===== src/rtl/apb_arb_pkg.sv =====
// Shared types and constants for the two-port APB request arbiter.
package apb_arb_pkg;

   typedef enum logic [1:0] {
      IDLE   = 2'd0,
      SETUP  = 2'd1,
      ACCESS = 2'd2
   } apb_state_e;

   localparam int unsigned TIMEOUT_DEFAULT = 16;
   // Wait counter width covers the full legal TIMEOUT range (2..255).
   localparam int unsigned WAIT_W = 8;

endpackage


===== src/rtl/apb_req_arbiter_rr_arb2.sv =====
// Two-way round-robin grant; the requester not granted last wins a tie.
module rr_arb2 (
   input  logic       clk,
   input  logic       rst_n,
   input  logic [1:0] req,
   input  logic       advance,
   output logic [1:0] grant
);

   // Index of the requester granted most recently; reset value favours requester 0.
   logic last;

   always_comb begin
      grant = '0;
      if (req[0] && req[1]) begin
         if (last) grant = 2'b01;
         else      grant = 2'b10;
      end else begin
         grant = req;
      end
   end

   always_ff @(posedge clk or negedge rst_n) begin
      if (!rst_n) begin
         last <= 1'b1;
      end else if (advance && (grant != '0)) begin
         last <= grant[1];
      end
   end

endmodule


===== src/rtl/apb_req_arbiter.sv =====
// Two-requester APB master: round-robin accept in IDLE, SETUP/ACCESS phases, PREADY timeout.
module apb_req_arbiter
   import apb_arb_pkg::*;
#(
   parameter int unsigned ADDR_W  = 32,
   parameter int unsigned DATA_W  = 32,
   parameter int unsigned TIMEOUT = TIMEOUT_DEFAULT
) (
   input  logic              PCLK,
   input  logic              PRESETn,

   input  logic              req0_valid,
   output logic              req0_ready,
   input  logic [ADDR_W-1:0] req0_addr,
   input  logic              req0_write,
   input  logic [DATA_W-1:0] req0_wdata,
   output logic              rsp0_valid,
   output logic [DATA_W-1:0] rsp0_rdata,
   output logic              rsp0_err,

   input  logic              req1_valid,
   output logic              req1_ready,
   input  logic [ADDR_W-1:0] req1_addr,
   input  logic              req1_write,
   input  logic [DATA_W-1:0] req1_wdata,
   output logic              rsp1_valid,
   output logic [DATA_W-1:0] rsp1_rdata,
   output logic              rsp1_err,

   output logic [ADDR_W-1:0] PADDR,
   output logic              PWRITE,
   output logic [DATA_W-1:0] PWDATA,
   output logic              PSEL,
   output logic              PENABLE,
   input  logic [DATA_W-1:0] PRDATA,
   input  logic              PREADY
);

   localparam logic [WAIT_W-1:0] WAIT_LAST = WAIT_W'(TIMEOUT - 1);

   apb_state_e        state;
   apb_state_e        state_nxt;
   logic [1:0]        grant;
   logic              accept;
   logic              owner;
   logic              done_ok;
   logic              done_err;
   logic [WAIT_W-1:0] wait_cnt;

   rr_arb2 u_rr (
      .clk     (PCLK),
      .rst_n   (PRESETn),
      .req     ({req1_valid, req0_valid}),
      .advance (accept),
      .grant   (grant)
   );

   // Accept is gated with PRESETn so no ready can leak out while reset is held.
   always_comb begin
      accept   = (state == IDLE) && (grant != '0) && PRESETn;
      done_ok  = (state == ACCESS) && PREADY;
      done_err = (state == ACCESS) && !PREADY && (wait_cnt == WAIT_LAST);
   end

   always_ff @(posedge PCLK or negedge PRESETn) begin
      if (!PRESETn) state <= IDLE;
      else          state <= state_nxt;
   end

   always_comb begin
      state_nxt = state;
      case (state)
         IDLE:    if (accept) state_nxt = SETUP;
         SETUP:   state_nxt = ACCESS;
         ACCESS:  if (done_ok || done_err) state_nxt = IDLE;
         default: state_nxt = IDLE;
      endcase
   end

   always_comb begin
      PSEL       = (state == SETUP) || (state == ACCESS);
      PENABLE    = (state == ACCESS);
      req0_ready = accept && grant[0];
      req1_ready = accept && grant[1];
   end

   always_ff @(posedge PCLK or negedge PRESETn) begin
      if (!PRESETn) begin
         PADDR  <= '0;
         PWRITE <= 1'b0;
         PWDATA <= '0;
         owner  <= 1'b0;
      end else if (accept) begin
         owner <= grant[1];
         if (grant[1]) begin
            PADDR  <= req1_addr;
            PWRITE <= req1_write;
            PWDATA <= req1_wdata;
         end else begin
            PADDR  <= req0_addr;
            PWRITE <= req0_write;
            PWDATA <= req0_wdata;
         end
      end
   end

   always_ff @(posedge PCLK or negedge PRESETn) begin
      if (!PRESETn) begin
         wait_cnt <= '0;
      end else if (state == SETUP) begin
         wait_cnt <= '0;
      end else if ((state == ACCESS) && !PREADY) begin
         wait_cnt <= wait_cnt + WAIT_W'(1);
      end
   end

   // Response outputs are single-cycle pulses: everything returns to 0 unless a completion lands.
   always_ff @(posedge PCLK or negedge PRESETn) begin
      if (!PRESETn) begin
         rsp0_valid <= 1'b0;
         rsp0_rdata <= '0;
         rsp0_err   <= 1'b0;
         rsp1_valid <= 1'b0;
         rsp1_rdata <= '0;
         rsp1_err   <= 1'b0;
      end else begin
         rsp0_valid <= 1'b0;
         rsp0_rdata <= '0;
         rsp0_err   <= 1'b0;
         rsp1_valid <= 1'b0;
         rsp1_rdata <= '0;
         rsp1_err   <= 1'b0;
         if (done_ok || done_err) begin
            if (owner) begin
               rsp1_valid <= 1'b1;
               rsp1_err   <= done_err;
               if (done_ok && !PWRITE) rsp1_rdata <= PRDATA;
            end else begin
               rsp0_valid <= 1'b1;
               rsp0_err   <= done_err;
               if (done_ok && !PWRITE) rsp0_rdata <= PRDATA;
            end
         end
      end
   end

endmodule


===== config.mk =====
export PLATFORM = sky130hd
export DESIGN_NAME = apb_req_arbiter
export DESIGN_NICKNAME = d
export VERILOG_FILES = /design/src/rtl/apb_arb_pkg.sv /design/src/rtl/apb_req_arbiter_rr_arb2.sv /design/src/rtl/apb_req_arbiter.sv
export SDC_FILE = /design/constraint.sdc
export NUM_CORES = 1
export LEC_CHECK = 0
export BUFFER_PORTS_ARGS = -buffer_cell sky130_fd_sc_hd__buf_2
export CORE_AREA = 2 2 118 120
export CTS_BUF_LIST = sky130_fd_sc_hd__clkbuf_4
export CTS_CLUSTER_SIZE = 20
export DETAILED_ROUTE_END_ITERATION = 10
export DIE_AREA = 0 0 120 122
export PLACE_DENSITY = 0.87
export SLEW_MARGIN = 25
export SYNTH_ARGS = -nofsm -noshare
export SYNTH_HDL_FRONTEND = slang
export SYNTH_HIERARCHICAL = 1
export SYNTH_SLANG_ARGS = --single-unit

===== constraint.sdc =====
create_clock -name PCLK -period 2.8 [get_ports PCLK]
set_input_delay 0.28 -clock PCLK [delete_from_list [all_inputs] [get_ports PCLK]]
set_output_delay 0.28 -clock PCLK [all_outputs]
set_load 0.05 [all_outputs]

==> summary.md <==
| Metric | Value |
|---|---|
| Post-placement cell area | `7610 um^2` |
| CTS Buf Count | `17` |
| Library cell with the largest summed area after synthesis | `dfrtp_1` |
| Count of buffers from port buffering | `303` |
| Critical path, cell by cell | `dlygate4sd3_1 -> buf_2 -> a21boi_4 -> buf_12 -> buf_4 -> mux2i_1 -> dlygate4sd3_1 -> o21ai_0` |
| Synth top area cells | `dfrtp_1 61%, mux2i_1 11%, and2_1 6.8%` |
| Skew final | `0.0226 ns` |
| CTS HTree Levels | `4` |
| Number of sinks handled by clock tree synthesis | `145` |
| Worst-case reg-to-reg path depth | `6` |
| Category of the worst setup path launch point | `primary input` |
| Flop2flop setup slack | `0.22 ns` |
| Final Cycle Share | `93.7%` |
| # Max-Cap Violations | `0` |
| Sequential cell area | `3630 um^2` |
| Max Clock Freq | `381 MHz` |
| Final sum of negative setup slack | `0 ns` |
| Violation count after the first detailed-route iteration | `241` |
| CTS tree | `built` |
| Largest stage delay on the critical path | `0.60 ns` |
| Most used cells in the layout excluding fill and tap cells | `302 x buf_2, 144 x dfrtp_1, 111 x dlygate4sd3_1, 67 x nand2_1, 67 x o21ai_0` |
| Number of register bits inferred by synthesis | `145` |
| DRC violation count after routing | `0` |
| Vias in the first global route | `5664` |
| Fraction of synthesized area in multiplexers | `11.3%` |
| Synthesis-to-finish area growth | `53.4%` |
| Layout cell share with drive strength beyond 1 | `37.7%` |
| Die outline area | `14600 um^2` |
| Final #Nets | `1090` |
| Initial core utilization | `43.5%` |
| Worst endpoint required time | `3.21 ns` |
| Largest family of logic cells by synthesized area | `simple AND/OR/NAND/NOR gates` |
| Die height | `122 um` |
| Average wire per cell in the routed design | `16.3 um` |
| Multi-input logic area | `2100 um^2` |
| Relative slew margins | `57.0%` |
| 1st-pass router iterations | `4` |
| Final Util | `66.7%` |
| RSZ-0062 raised after global routing | `false` |
| Post-synthesis share of cell area spent on and, or, nand and nor gates | `14.3%` |
| Synthesized area | `5870 um^2` |
| Post-synthesis cell count | `505` |
| Number of nets still failing antenna checks after routing | `0` |
| Number of nets produced by synthesis | `677` |
| Worst path arrival time | `3.03 ns` |
| R2r startpoint | `u_rr/last` |
| Synth Area in Compound Gates | `8.42%` |
| Launch point of the worst hold path | `req0_wdata[29]` |
| Period minus WS final | `2.62 ns` |
| Worst hold path cell count | `3` |
| Overall overflow remaining after global route | `0` |
| Area share of the leading cell type in the synthesized netlist | `61.4%` |
| Layout filler cell count | `948` |
| Commonest non-fill, non-tap cell in the layout | `buf_2` |
| Cell leakage power | `0.00491 uW` |
| Non-filler instance count after layout | `1113` |
| Run status | `finished clean` |
| Routed wire length | `18.2 mm` |
| Placed cell count | `968` |
| Io pins | `304` |
| Critical path peak fanout | `28` |
| Count of endpoints failing setup in the final report | `0` |
| Xor/xnor share of the synthesized area | `0.298%` |
| Mean instance size in the synthesized netlist | `11.6 um^2` |
| Clock latency at the later pin of the worst-skew pair | `0.54 ns` |
| Number of pins exceeding their max-slew limit in the final report | `0` |
| Half-perimeter wire length after detailed placement | `11.3 mm` |
| Sequential cell area fraction in the yosys report | `61.8%` |
| HP Class | `in -> reg` |
| Final hold violations | `0` |
| Final weighted congestion of routability-driven global placement | `0.801` |
| Unique cell type count in the Yosys netlist | `37` |
| Min-Delay Endpoint | `PWDATA[29]` |
| Pwr Density | `903 nW/um^2` |
| Clock transition at path regs | `0.13 ns` |
| Initial antenna violation count | `2` |
| Syn. warnings | `6` |
| Cell Rows | `43` |
| Bufs on Longest Clock Path | `2` |
| Via count | `5461` |
| Actual transition at the worst max-transition pin | `0.643 ns` |
| Terminus of the critical flop-to-flop path | `PADDR[24]` |
| CP Class | `in -> reg` |
| Adder-cell area share of the yosys netlist | `1.07%` |
| Maximum number of pins on one net before global-route repair | `98` |
| Clk root buf | `clkbuf_4` |
| Routed via count divided by cell count | `4.91` |
| Core area | `13500 um^2` |
| Die Wd | `120 um` |
| First-pass GRT wire length | `28.2 mm` |
| Worst voltage drop across the vdd grid | `0.414 mV` |
| Endpoint class of the critical path | `register` |
| Worst path slowest cell | `dlygate4sd3_1` |
| All-Layer GR Usage | `24.9%` |
| Most frequent CP cell | `dlygate4sd3_1` |
| Post-route total power | `8130 uW` |
| Final non-filler cell area | `9010 um^2` |
| Buffers inserted during post-CTS setup optimization | `0` |
## report_power, final
part | switching (uW) | leakage, uW | internal [uW] | total, uW
Sequential | 310 | 0.00192 | 2620 | 2930
Clock | 777 | 0.000151 | 538 | 1320
Combinational | 2860 | 0.00284 | 1020 | 3880
Total | 3950 | 0.00491 | 4180 | 8130
## metal layers
layer	wire, um	GRT usage [%]	vias up
li1	-	-	2534
met1	6700	28.1	2603
met2	9280	42.8	270
met3	1520	7.82	54
met4	663	12.4	0
met5	0	0	-
## critical path: cells and delay by family
| kind | cells | cell delay, ns |
|---|---|---|
| AO/OA/AOI/OAI | 2 | 0.60 |
| buffers and inverters | 5 | 1.87 |
| multiplexers | 1 | 0.26 |
## metrics by stage
step	worst slack (ns)	hold WS, ns
after global routing	0.0672	0.0150
after detailed placement	0.722	0.281
final	0.176	0.0518
after CTS	0.172	0.000375
after floorplan	0.764	-0.0156
after global placement	0.765	0.272
## synth_stat cells
cell      number
buf_1          1
a21o_1         1
o211ai_2       1
a31oi_1        1
o211ai_1       4
o21a_1         1
nor2b_1        1
o21ai_1        4
o21ai_0       67
dfstp_2        1
o21bai_1       1
nand4_1        1
nand3_1        4
clkbuf_1      10
ha_1           5
or4_1          3
nor4_1         3
nor3_2         2
xnor2_1        2
inv_1          8
and2_1        64
and3_1         3
nand2_1       67
mux2i_1       66
o31ai_1        2
nor2_1         3
dfrtp_1      144
nand3b_1       1
a21boi_1       1
nand4b_2       1
nand4b_1       1
buf_4          2
buf_2         16
or3_1          3
and3_2         2
a21oi_1        6
a21boi_0       2
## worst max path at each step
stage	from	to	slack, ns	cells past startpoint
after floorplan	state[0]	wait_cnt[6]	0.76	5
after global placement	req1_valid	req1_ready	0.77	5
after detailed placement	req1_valid	PADDR[29]	0.72	6
after CTS	u_rr/last	req1_ready	0.17	4
after global routing	u_rr/last	u_rr/last	0.07	8
final	req0_valid	PADDR[24]	0.18	8
## sequential cells by signal (all words and copies together), names as in the netlist
name,cells
rsp1_valid,1
u_rr/last,1
PADDR,32
rsp1_rdata,32
state,2
owner,1
rsp0_rdata,32
rsp0_valid,1
wait_cnt,8
PWRITE,1
rsp1_err,1
PWDATA,32
rsp0_err,1
## cells by family after synthesis
| logic type | count (synthesis) |
|---|---|
| buffers and inverters | 37 |
| adder cells (fa/ha/maj) | 5 |
| multiplexers | 66 |
| AND/OR/NAND/NOR | 159 |
| XOR/XNOR | 2 |
| flip-flops | 145 |
| AO/OA/AOI/OAI | 91 |
## timing repair
action	4_1_cts	5_1_grt
hold endpoints to repair	157	0
hold buffers	111	0
gates resized for setup	0	0
## final cells by class
class	count	share of cell area [%]
Antenna cell	2	0.0556
Clock buffer	17	1.42
Timing Repair Buffer	423	30.4
Tap cell	180	2.50
Sequential cell	145	40.3
Inverter	8	0.333
Multi-Input combinational cell	323	23.3
Clock inverter	15	1.72
No activity file was read; power rests on OpenSTA's default activity.
